<file path="src/rtl/step_to_angle.sv">
// Decodes an asynchronous step/dir stream into a signed microstep position,
// measures the step period in microseconds and converts position to an angle.
//
// state  | meaning
// S_IDLE | angle_o valid, waiting for convert_i
// S_MULT | shift-add multiply, one multiplier bit per cycle, LSB first
// S_DONE | apply sign, publish angle_o, raise done_o
module step_to_angle #(
  parameter int              SIZE       = 64,
  parameter logic [SIZE-1:0] INV_SCALE  = SIZE'(64'd1046787),
  parameter int              SYSCLK     = 25000000,
  parameter int              TIMEOUT_US = 100000
) (
  input  logic            clk_i,
  input  logic            rst_ni,
  input  logic            step_i,
  input  logic            dir_i,
  input  logic            clear_i,
  input  logic            convert_i,
  output logic            done_o,
  output logic [SIZE-1:0] angle_o,
  output logic [SIZE-1:0] position_o,
  output logic [31:0]     period_o,
  output logic            idle_o
);

  localparam int DIV = SYSCLK / 1000000;
  localparam int PW  = $clog2(DIV);
  localparam int CW  = $clog2(SIZE);

  localparam logic [1:0] S_IDLE = 2'd0;
  localparam logic [1:0] S_MULT = 2'd1;
  localparam logic [1:0] S_DONE = 2'd2;

  logic step_s1_q, step_s2_q, step_prev_q;
  logic dir_s1_q, dir_s2_q;
  logic step_edge;

  logic [SIZE-1:0] pos_q;
  logic [PW-1:0]   pre_q, pre_d;
  logic [31:0]     cnt_q, cnt_d;
  logic [31:0]     period_q;
  logic            idle_q;
  logic            tick;

  logic [1:0]      state_q, state_d;
  logic [SIZE-1:0] mult_q, mult_d;
  logic [SIZE-1:0] scale_q, scale_d;
  logic [SIZE-1:0] acc_q, acc_d;
  logic [SIZE-1:0] angle_q, angle_d;
  logic [CW-1:0]   bit_q, bit_d;
  logic            sign_q, sign_d;
  logic            done_q, done_d;
  logic [SIZE-1:0] pos_mag;

  always_ff @(posedge clk_i or negedge rst_ni) begin
    if (!rst_ni) begin
      step_s1_q   <= 1'b0;
      step_s2_q   <= 1'b0;
      step_prev_q <= 1'b0;
      dir_s1_q    <= 1'b0;
      dir_s2_q    <= 1'b0;
    end else begin
      step_s1_q   <= step_i;
      step_s2_q   <= step_s1_q;
      step_prev_q <= step_s2_q;
      dir_s1_q    <= dir_i;
      dir_s2_q    <= dir_s1_q;
    end
  end

  assign step_edge = step_s2_q & ~step_prev_q;

  // clear has priority: a step edge in the same cycle is dropped
  always_ff @(posedge clk_i or negedge rst_ni) begin
    if (!rst_ni)        pos_q <= '0;
    else if (clear_i)   pos_q <= '0;
    else if (step_edge) pos_q <= dir_s2_q ? pos_q + SIZE'(1) : pos_q - SIZE'(1);
  end

  always_comb begin
    tick  = (pre_q == PW'(DIV - 1));
    pre_d = tick ? '0 : pre_q + PW'(1);
    cnt_d = (tick && (cnt_q != 32'hFFFF_FFFF)) ? cnt_q + 32'd1 : cnt_q;
    if (step_edge) begin
      pre_d = '0;
      cnt_d = '0;
    end
  end

  always_ff @(posedge clk_i or negedge rst_ni) begin
    if (!rst_ni) begin
      pre_q    <= '0;
      cnt_q    <= '0;
      period_q <= '0;
      idle_q   <= 1'b1;
    end else begin
      pre_q <= pre_d;
      cnt_q <= cnt_d;
      if (step_edge) begin
        period_q <= cnt_q;
        idle_q   <= 1'b0;
      end else if (cnt_d >= 32'(TIMEOUT_US)) begin
        idle_q <= 1'b1;
      end
    end
  end

  assign pos_mag = pos_q[SIZE-1] ? -pos_q : pos_q;

  always_comb begin
    state_d = state_q;
    mult_d  = mult_q;
    scale_d = scale_q;
    acc_d   = acc_q;
    bit_d   = bit_q;
    sign_d  = sign_q;
    angle_d = angle_q;
    done_d  = done_q;
    case (state_q)
      S_IDLE: begin
        if (convert_i) begin
          mult_d  = pos_mag;
          sign_d  = pos_q[SIZE-1];
          scale_d = INV_SCALE;
          acc_d   = '0;
          bit_d   = '0;
          done_d  = 1'b0;
          state_d = S_MULT;
        end
      end
      S_MULT: begin
        // scale_q holds INV_SCALE << bit_q; bits shifted past SIZE-1 are dropped
        if (mult_q[0]) acc_d = acc_q + scale_q;
        scale_d = scale_q << 1;
        mult_d  = mult_q >> 1;
        bit_d   = bit_q + CW'(1);
        if (bit_q == CW'(SIZE - 1)) state_d = S_DONE;
      end
      S_DONE: begin
        angle_d = sign_q ? -acc_q : acc_q;
        done_d  = 1'b1;
        state_d = S_IDLE;
      end
      default: state_d = S_IDLE;
    endcase
  end

  always_ff @(posedge clk_i or negedge rst_ni) begin
    if (!rst_ni) begin
      state_q <= S_IDLE;
      mult_q  <= '0;
      scale_q <= '0;
      acc_q   <= '0;
      bit_q   <= '0;
      sign_q  <= 1'b0;
      angle_q <= '0;
      done_q  <= 1'b1;
    end else begin
      state_q <= state_d;
      mult_q  <= mult_d;
      scale_q <= scale_d;
      acc_q   <= acc_d;
      bit_q   <= bit_d;
      sign_q  <= sign_d;
      angle_q <= angle_d;
      done_q  <= done_d;
    end
  end

  assign done_o     = done_q;
  assign angle_o    = angle_q;
  assign position_o = pos_q;
  assign period_o   = period_q;
  assign idle_o     = idle_q;

endmodule

</file>
<file path="config.mk">
export PLATFORM = sky130hd
export DESIGN_NAME = step_to_angle
export DESIGN_NICKNAME = d
export VERILOG_FILES = /design/src/rtl/step_to_angle.sv
export SDC_FILE = /design/constraint.sdc
export NUM_CORES = 1
export LEC_CHECK = 0
export CAP_MARGIN = 20
export CELL_PAD_IN_SITES_DETAIL_PLACEMENT = 1
export CELL_PAD_IN_SITES_GLOBAL_PLACEMENT = 2
export CORE_MARGIN = 1
export CORE_UTILIZATION = 40
export DETAILED_ROUTE_END_ITERATION = 8
export GPL_ROUTABILITY_DRIVEN = 1
export PLACE_DENSITY = 0.9
export SLEW_MARGIN = 15
export SYNTH_ARGS = -nofsm -noshare
export SYNTH_HDL_FRONTEND = slang
export SYNTH_SLANG_ARGS = --single-unit
</file>
<file path="constraint.sdc">
create_clock -name clk_i -period 10.5 [get_ports clk_i]
set_clock_uncertainty 0.2 [all_clocks]
set_input_delay 2.1 -clock clk_i [delete_from_list [all_inputs] [get_ports clk_i]]
set_output_delay 2.1 -clock clk_i [all_outputs]
set_load 0.02 [all_outputs]
</file>
==> flow_summary.ini, run 1 <==
[worst_setup_path]
max_stage_delay_ns = 0.66
cp-start-kind = flip-flop
worstPathRequired_ns = 10.80
worstRegToRegCells = 12
cpMaxStageDelayCell = o311ai_0
endpoint_kind = flip-flop
cp.arrival_ns = 5.28
path_cells = inv_2, ha_1, a2111oi_0, a211oi_1, o2111a_1, o311ai_0, a31oi_1, a31o_2, a311o_1, mux2i_1, o21ai_0, mux2_2
rrSetupSlack_ns = 5.52
r2r-start = dir_s2_q$_DFF_PN0_
cp_max_fo = 21
worst-setup-path-type = flip-flop to flip-flop
r2r-end = position_o[63]$_DFFE_PN0P_

[floorplan]
initial_core_util = 0.408
core-area_mm2 = 0.0622
die_y_um = 254
fp-row-count = 91
dieArea_mm2 = 0.0644
io_pins = 168
fp.dieW_um = 254

[final_layout]
final-seq-area_mm2 = 0.0101
final_area_mm2 = 0.0294
final_layout_size_suffix_gt1_frac = 0.0493
diodes = 0
synthToLayoutAreaGrowth_pct = 16.0
fill_cells = 7363
finalNetCount = 3200
multi_input_area_mm2 = 0.0146

[power_and_ir_drop]
cellPowerDensity_mw_per_mm2 = 231
peakVddDrop_mv = 0.116
p_leak_nw = 13.1
power_mw = 6.81

[timing]
relSlewSlack = 0.275
final_hold_viol_count = 0
timing.final.crit_share = 0.474
rsz0062_at_grt = no
worst-slew-pin-transition_ns = 1.06
final.setup.tns_ns = 0
setup_viol = 0
timing.fmax_mhz = 201
min_period_ns = 4.98
slew_viol_final = 0
worst_slack_ns = 5.52

[hold_path]
hp-start = step_s1_q$_DFF_PN0_
holdPathEnd = step_s2_q$_DFF_PN0_
min_path_type = flip-flop to flip-flop
holdPathStages = 0

[synthesis]
ys_seq_area_frac = 0.400
yosys.area_share.simple = 0.177
synth-xor-area-share = 0.0897
async_reset_ff_frac = 1.00
synth_cells = 2976
synth_top_family_by_area = compound AO/OA/AOI/OAI gates
synth.avg_cell_area_um2 = 8.53
synth_compound_area_frac = 0.233
synth-seq-cells = 405
ys.flop_type = dfrtp_1
ys_types = 68
synthesis.nets = 3115
synthMuxAreaShare = 0.00518
synth_edf_count = 0
synth-adder-area-share = 0.0662
netlist_area_mm2 = 0.0254
yosysWarningCount = 0

[detailed_routing]
routed-via-count = 22500
routedWlPerCell_um = 19.5
drtPass1Iterations = 5
drt_iter0_drc = 1122
wirelength_um = 76800
remaining_drc_errors = 0
antenna_left = 0
via_per_inst = 5.72

[cts]
cts_buffer_depth = 3
cts_resized = 0
cts_buffers = 50
postCtsSetupBuffers = 0
htreeDepth = 2
cts_root_buf = clkbuf_16
cts.sinks = 405
post_cts_hold_buffer_count = 0
cts_tree = built
clock_latency_ns = 0.61
clk_pin_slew_ns = 0.06

[placement]
dpl_worst_slack_ns = 5.52
placed_cell_area_mm2 = 0.0277
portBuffers = 167
dp_hpwl_um = 55800
finalWeightedCongestion = 0.916

[job]
maxCapViolCount = 0

[global_route]
grt_max_degree = 120
grt_pass1_vias = 23500
grt_pass1_wl_um = 126000
grtUsageTotal = 0.242
overflow = 0
antenna_found_initial = 0

[status]
status = complete, no violations
## Yosys cell counts, types with 11 or more instances
cell type / instances / area share
inv_1: 34 / 0.0050
dfrtp_1: 403 / 0.40
nand4_1: 36 / 0.0089
nor3_1: 31 / 0.0061
nor4_1: 13 / 0.0032
mux2i_1: 12 / 0.0047
nand3_1: 42 / 0.0083
o41ai_1: 28 / 0.0097
nand2b_1: 17 / 0.0042
clkbuf_1: 151 / 0.022
o21bai_1: 23 / 0.0068
nor2b_1: 19 / 0.0047
or4_1: 18 / 0.0053
o21ai_0: 380 / 0.075
or2_2: 16 / 0.0039
o211ai_1: 11 / 0.0033
a22oi_1: 63 / 0.019
and2_1: 14 / 0.0035
and3_1: 25 / 0.0062
a211oi_1: 22 / 0.0065
a21oi_1: 191 / 0.038
a31oi_1: 26 / 0.0064
or3_1: 29 / 0.0071
nor2_1: 169 / 0.025
o31ai_1: 40 / 0.012
o21a_1: 18 / 0.0053
ha_1: 131 / 0.065
xnor2_1: 81 / 0.028
xor2_1: 179 / 0.062
a21o_1: 82 / 0.024
nand2_1: 548 / 0.081
## logic make-up (layout without fill, tap and decap cells)
logic type,Yosys count,in the layout
AOI/OAI and AO/OA,966,966
buffers and inverters,193,318
adders and majority gates,133,133
DFF,405,405
and+or+nand+nor,1006,1006
muxes,13,13
xor gates and xnor gates,260,260
## power by group
part	switching [mW]	internal [mW]
Combinational	1.63	1.07
Sequential	0.428	1.91
Clock	0.726	1.04
## layout by cell type (no fill, tap or decap), drive strengths merged, types with 10 or more instances in the layout
cell and n:
ha 131, xor2 179, and3 25, or3 29, a21boi 10, nand2 548, dfrtp 403, o41ai 28
o211ai 11, nand4 36, o21a 18, nor4 13, nand2b 17, a22oi 63, o21ai 388, a211oi 22
clkbuf 71, and2 14, buf 26, a21oi 191, nor2 169, clkinv 11, nand3 42, mux2i 12
or2 17, a21o 82, xnor2 81, inv 37, a31oi 26, or4 21, o21bai 23, nor3 31
o31ai 41, clkdlybuf4s50 166, nor2b 19
## worst max-delay path, delay by kind of cell (launching register included)
kind,cells,cell delay [ns]
mux,2,0.49
compound gates,8,2.95
buf+inv,1,0.37
fa+ha+maj,1,0.38
flops,1,0.48
## worst max-delay path by stage
stage | startpoint | to | slack [ns] | cells past startpoint
final | dir_s2_q$_DFF_PN0_ | position_o[63]$_DFFE_PN0P_ | 5.52 | 12
after global routing | dir_s2_q$_DFF_PN0_ | position_o[56]$_DFFE_PN0P_ | 5.26 | 13
after CTS | dir_s2_q$_DFF_PN0_ | position_o[63]$_DFFE_PN0P_ | 5.54 | 12
after detailed placement | dir_s2_q$_DFF_PN0_ | position_o[63]$_DFFE_PN0P_ | 5.52 | 12
after global placement | dir_s2_q$_DFF_PN0_ | position_o[63]$_DFFE_PN0P_ | 5.65 | 12
after floorplan | dir_s2_q$_DFF_PN0_ | position_o[63]$_DFFE_PN0P_ | 5.64 | 12
## layer usage
metal  vias to the layer above  GRT usage  share of wire
met5                         -          0              0
met4                         0     0.0652          0.021
met3                       105     0.0259          0.033
met2                       334      0.401           0.47
met1                     11300      0.334           0.48
li1                      10800          -              -
## flip-flops by register name (all words and copies together), names as in the netlist, 5 cells and up
register,count
pre_q,5
scale_q,64
acc_q,64
mult_q,64
bit_q,6
position_o,64
cnt_q,32
period_o,32
angle_o,64
## through the flow
stage                     hold slack (ns)   util  std cells
after floorplan                     0.131      -       2976
after global placement              0.132  0.446       3844
after detailed placement            0.140  0.446       3844
after CTS                           0.153  0.473       3936
after global routing                0.166  0.474       3938
final                               0.153  0.474       3938
## final cells by class
cell class,instances,share of cell area
multi-input combinational,2378,0.495
tap,837,0.0356
inverter,34,0.00434
sequential,405,0.344
clock inverter,21,0.00863
clock buffer,71,0.0479
timing repair buffer,192,0.0644
Note: power is estimated with default switching activity, not from simulation.
==> inputs of run 2 (changes only) <==
CORE_UTILIZATION = 34   (was 40)
PLACE_DENSITY = 0.82   (was 0.9)
clock period = 4.1 ns   (was 10.5 ns; I/O delays follow)
==> flow_summary.ini, run 2 (synthesis gave the netlist of run 1 again) <==
[status]
status = finished, violations left
violations = DRC, hold timing

[floorplan]
io_pins = 168
fp-row-count = 99
die_y_um = 275
core-area_mm2 = 0.0735
fp.dieW_um = 275
initial_core_util = 0.345
dieArea_mm2 = 0.0757

[worst_setup_path]
cp-start-kind = flip-flop
cp_max_fo = 6
worst-setup-path-type = flip-flop to flip-flop
r2r-start = acc_q[25]$_DFFE_PN0P_
cp-startpoint = acc_q[25]$_DFFE_PN0P_
cp.arrival_ns = 4.28
worstPathRequired_ns = 4.37
endpoint_kind = flip-flop

[placement]
placed_cell_area_mm2 = 0.0291
dp_hpwl_um = 60200
dpl_worst_slack_ns = -0.00525
portBuffers = 167
finalWeightedCongestion = 0.922
dp_cells = 4078

[cts]
htreeDepth = 2
post_cts_hold_buffer_count = 0
cts.sinks = 405
cts_tree = built
clk_pin_slew_ns = 0.06
cts_root_buf = clkbuf_16
cts_buffer_depth = 3
clock_latency_ns = 0.61
cts_buffers = 51

[timing]
setup_viol = 0
timing.fmax_mhz = 249
timing.final.crit_share = 0.978
hold_ws_ns = -0.0109
slew_viol_final = 0
final.setup.tns_ns = 0
worst-slew-pin-transition_ns = 1.04
relSlewSlack = 0.304
min_period_ns = 4.01
final_hold_viol_count = 6
rsz0062_at_grt = yes
worst_slack_ns = 0.0904

[job]
maxCapViolCount = 0

[global_route]
grtUsageTotal = 0.218
antenna_found_initial = 0
overflow = 0
grt_pass1_wl_um = 134000
grt_pass1_vias = 24300
grt_max_degree = 90

[power_and_ir_drop]
cellPowerDensity_mw_per_mm2 = 589
peakVddDrop_mv = 0.338
p_leak_nw = 13.8
power_mw = 18.3

[final_layout]
fin_cells = 4176
final_layout_size_suffix_gt1_frac = 0.0982
finalNetCount = 3315
layout_commonest_cell = nand2_1
final_cell_mix = nand2_1 (548), dfrtp_1 (400), o21ai_0 (375)
final_area_mm2 = 0.0311
final_util = 0.423
synthToLayoutAreaGrowth_pct = 22.4
diodes = 0

[detailed_routing]
via_per_inst = 5.50
routed-via-count = 23000
remaining_drc_errors = 15
drtPass1Iterations = 7
wirelength_um = 81600
antenna_left = 0
routedWlPerCell_um = 19.5
drt_iter0_drc = 1126

[hold_path]
min_path_type = primary input to async pin
==> run 2: cell count changes in the layout (fill, tap and decap cells not counted), moves of 9 or more <==
cell    before  now
buf_12       1   10
ha_1       131  119
buf_4       23  127
ha_4         0   12
==> run 2: repair_timing <==
| action | CTS | global route |
|---|---|---|
| buffers inserted | 1 | 2 |
| pin swaps | 2 | 9 |
| setup endpoints to repair | 6 | 15 |
| gates resized for setup | 10 | 14 |
==> run 2: final cells by class <==
cell class                 count  area, um^2
fill                        8497       42400
tap                          959        1200
clock inverter                26         405
clock buffer                  68        1440
multi-input combinational   2378       14900
inverter                      34         131
sequential                   405       10100
timing repair buffer         306        2870
==> run 2: per-layer routing <==
metal  part of all wire  vias up  global-route usage
met4              0.028        0              0.0656
met2               0.46      392               0.357
met1               0.48    11400               0.299
met5                  0        -                   0
met3              0.034      127              0.0263
li1                   -    11100                   -
==> run 2: power breakdown <==
group          switching, mW  internal (mW)
Sequential              1.01           4.90
Combinational           4.37           3.05
Clock                   1.86           3.09
Total                   7.24           11.0
==> run 2: final timing paths <==
| kind | to | slack [ns] | cells after the start |
|---|---|---|---|
| min in group clk_i | dir_s2_q$_DFF_PN0_ | 0.16 | 0 |
| worst max-delay path | angle_o[54]$_DFFE_PN0P_ | 0.09 | 10 |
| worst min-delay path | period_o[0]$_DFFE_PN0P_ | -0.01 | 1 |
| worst max register to register | angle_o[54]$_DFFE_PN0P_ | 0.09 | 10 |
| worst min register to register | dir_s2_q$_DFF_PN0_ | 0.16 | 0 |
| max in group asynchronous | done_o$_DFFE_PN1P_ | 2.59 | 2 |
==> run 2: worst max-delay path, cell delays in order, from the launching register on <==
cell and delay, ns:
dfrtp_1 0.37, or4_4 0.55, or4_4 0.44, or3_4 0.34, or4_4 0.42, or2_4 0.26
or3_4 0.34, or4_4 0.50, o31ai_4 0.20, xor2_1 0.17, o21ai_1 0.07
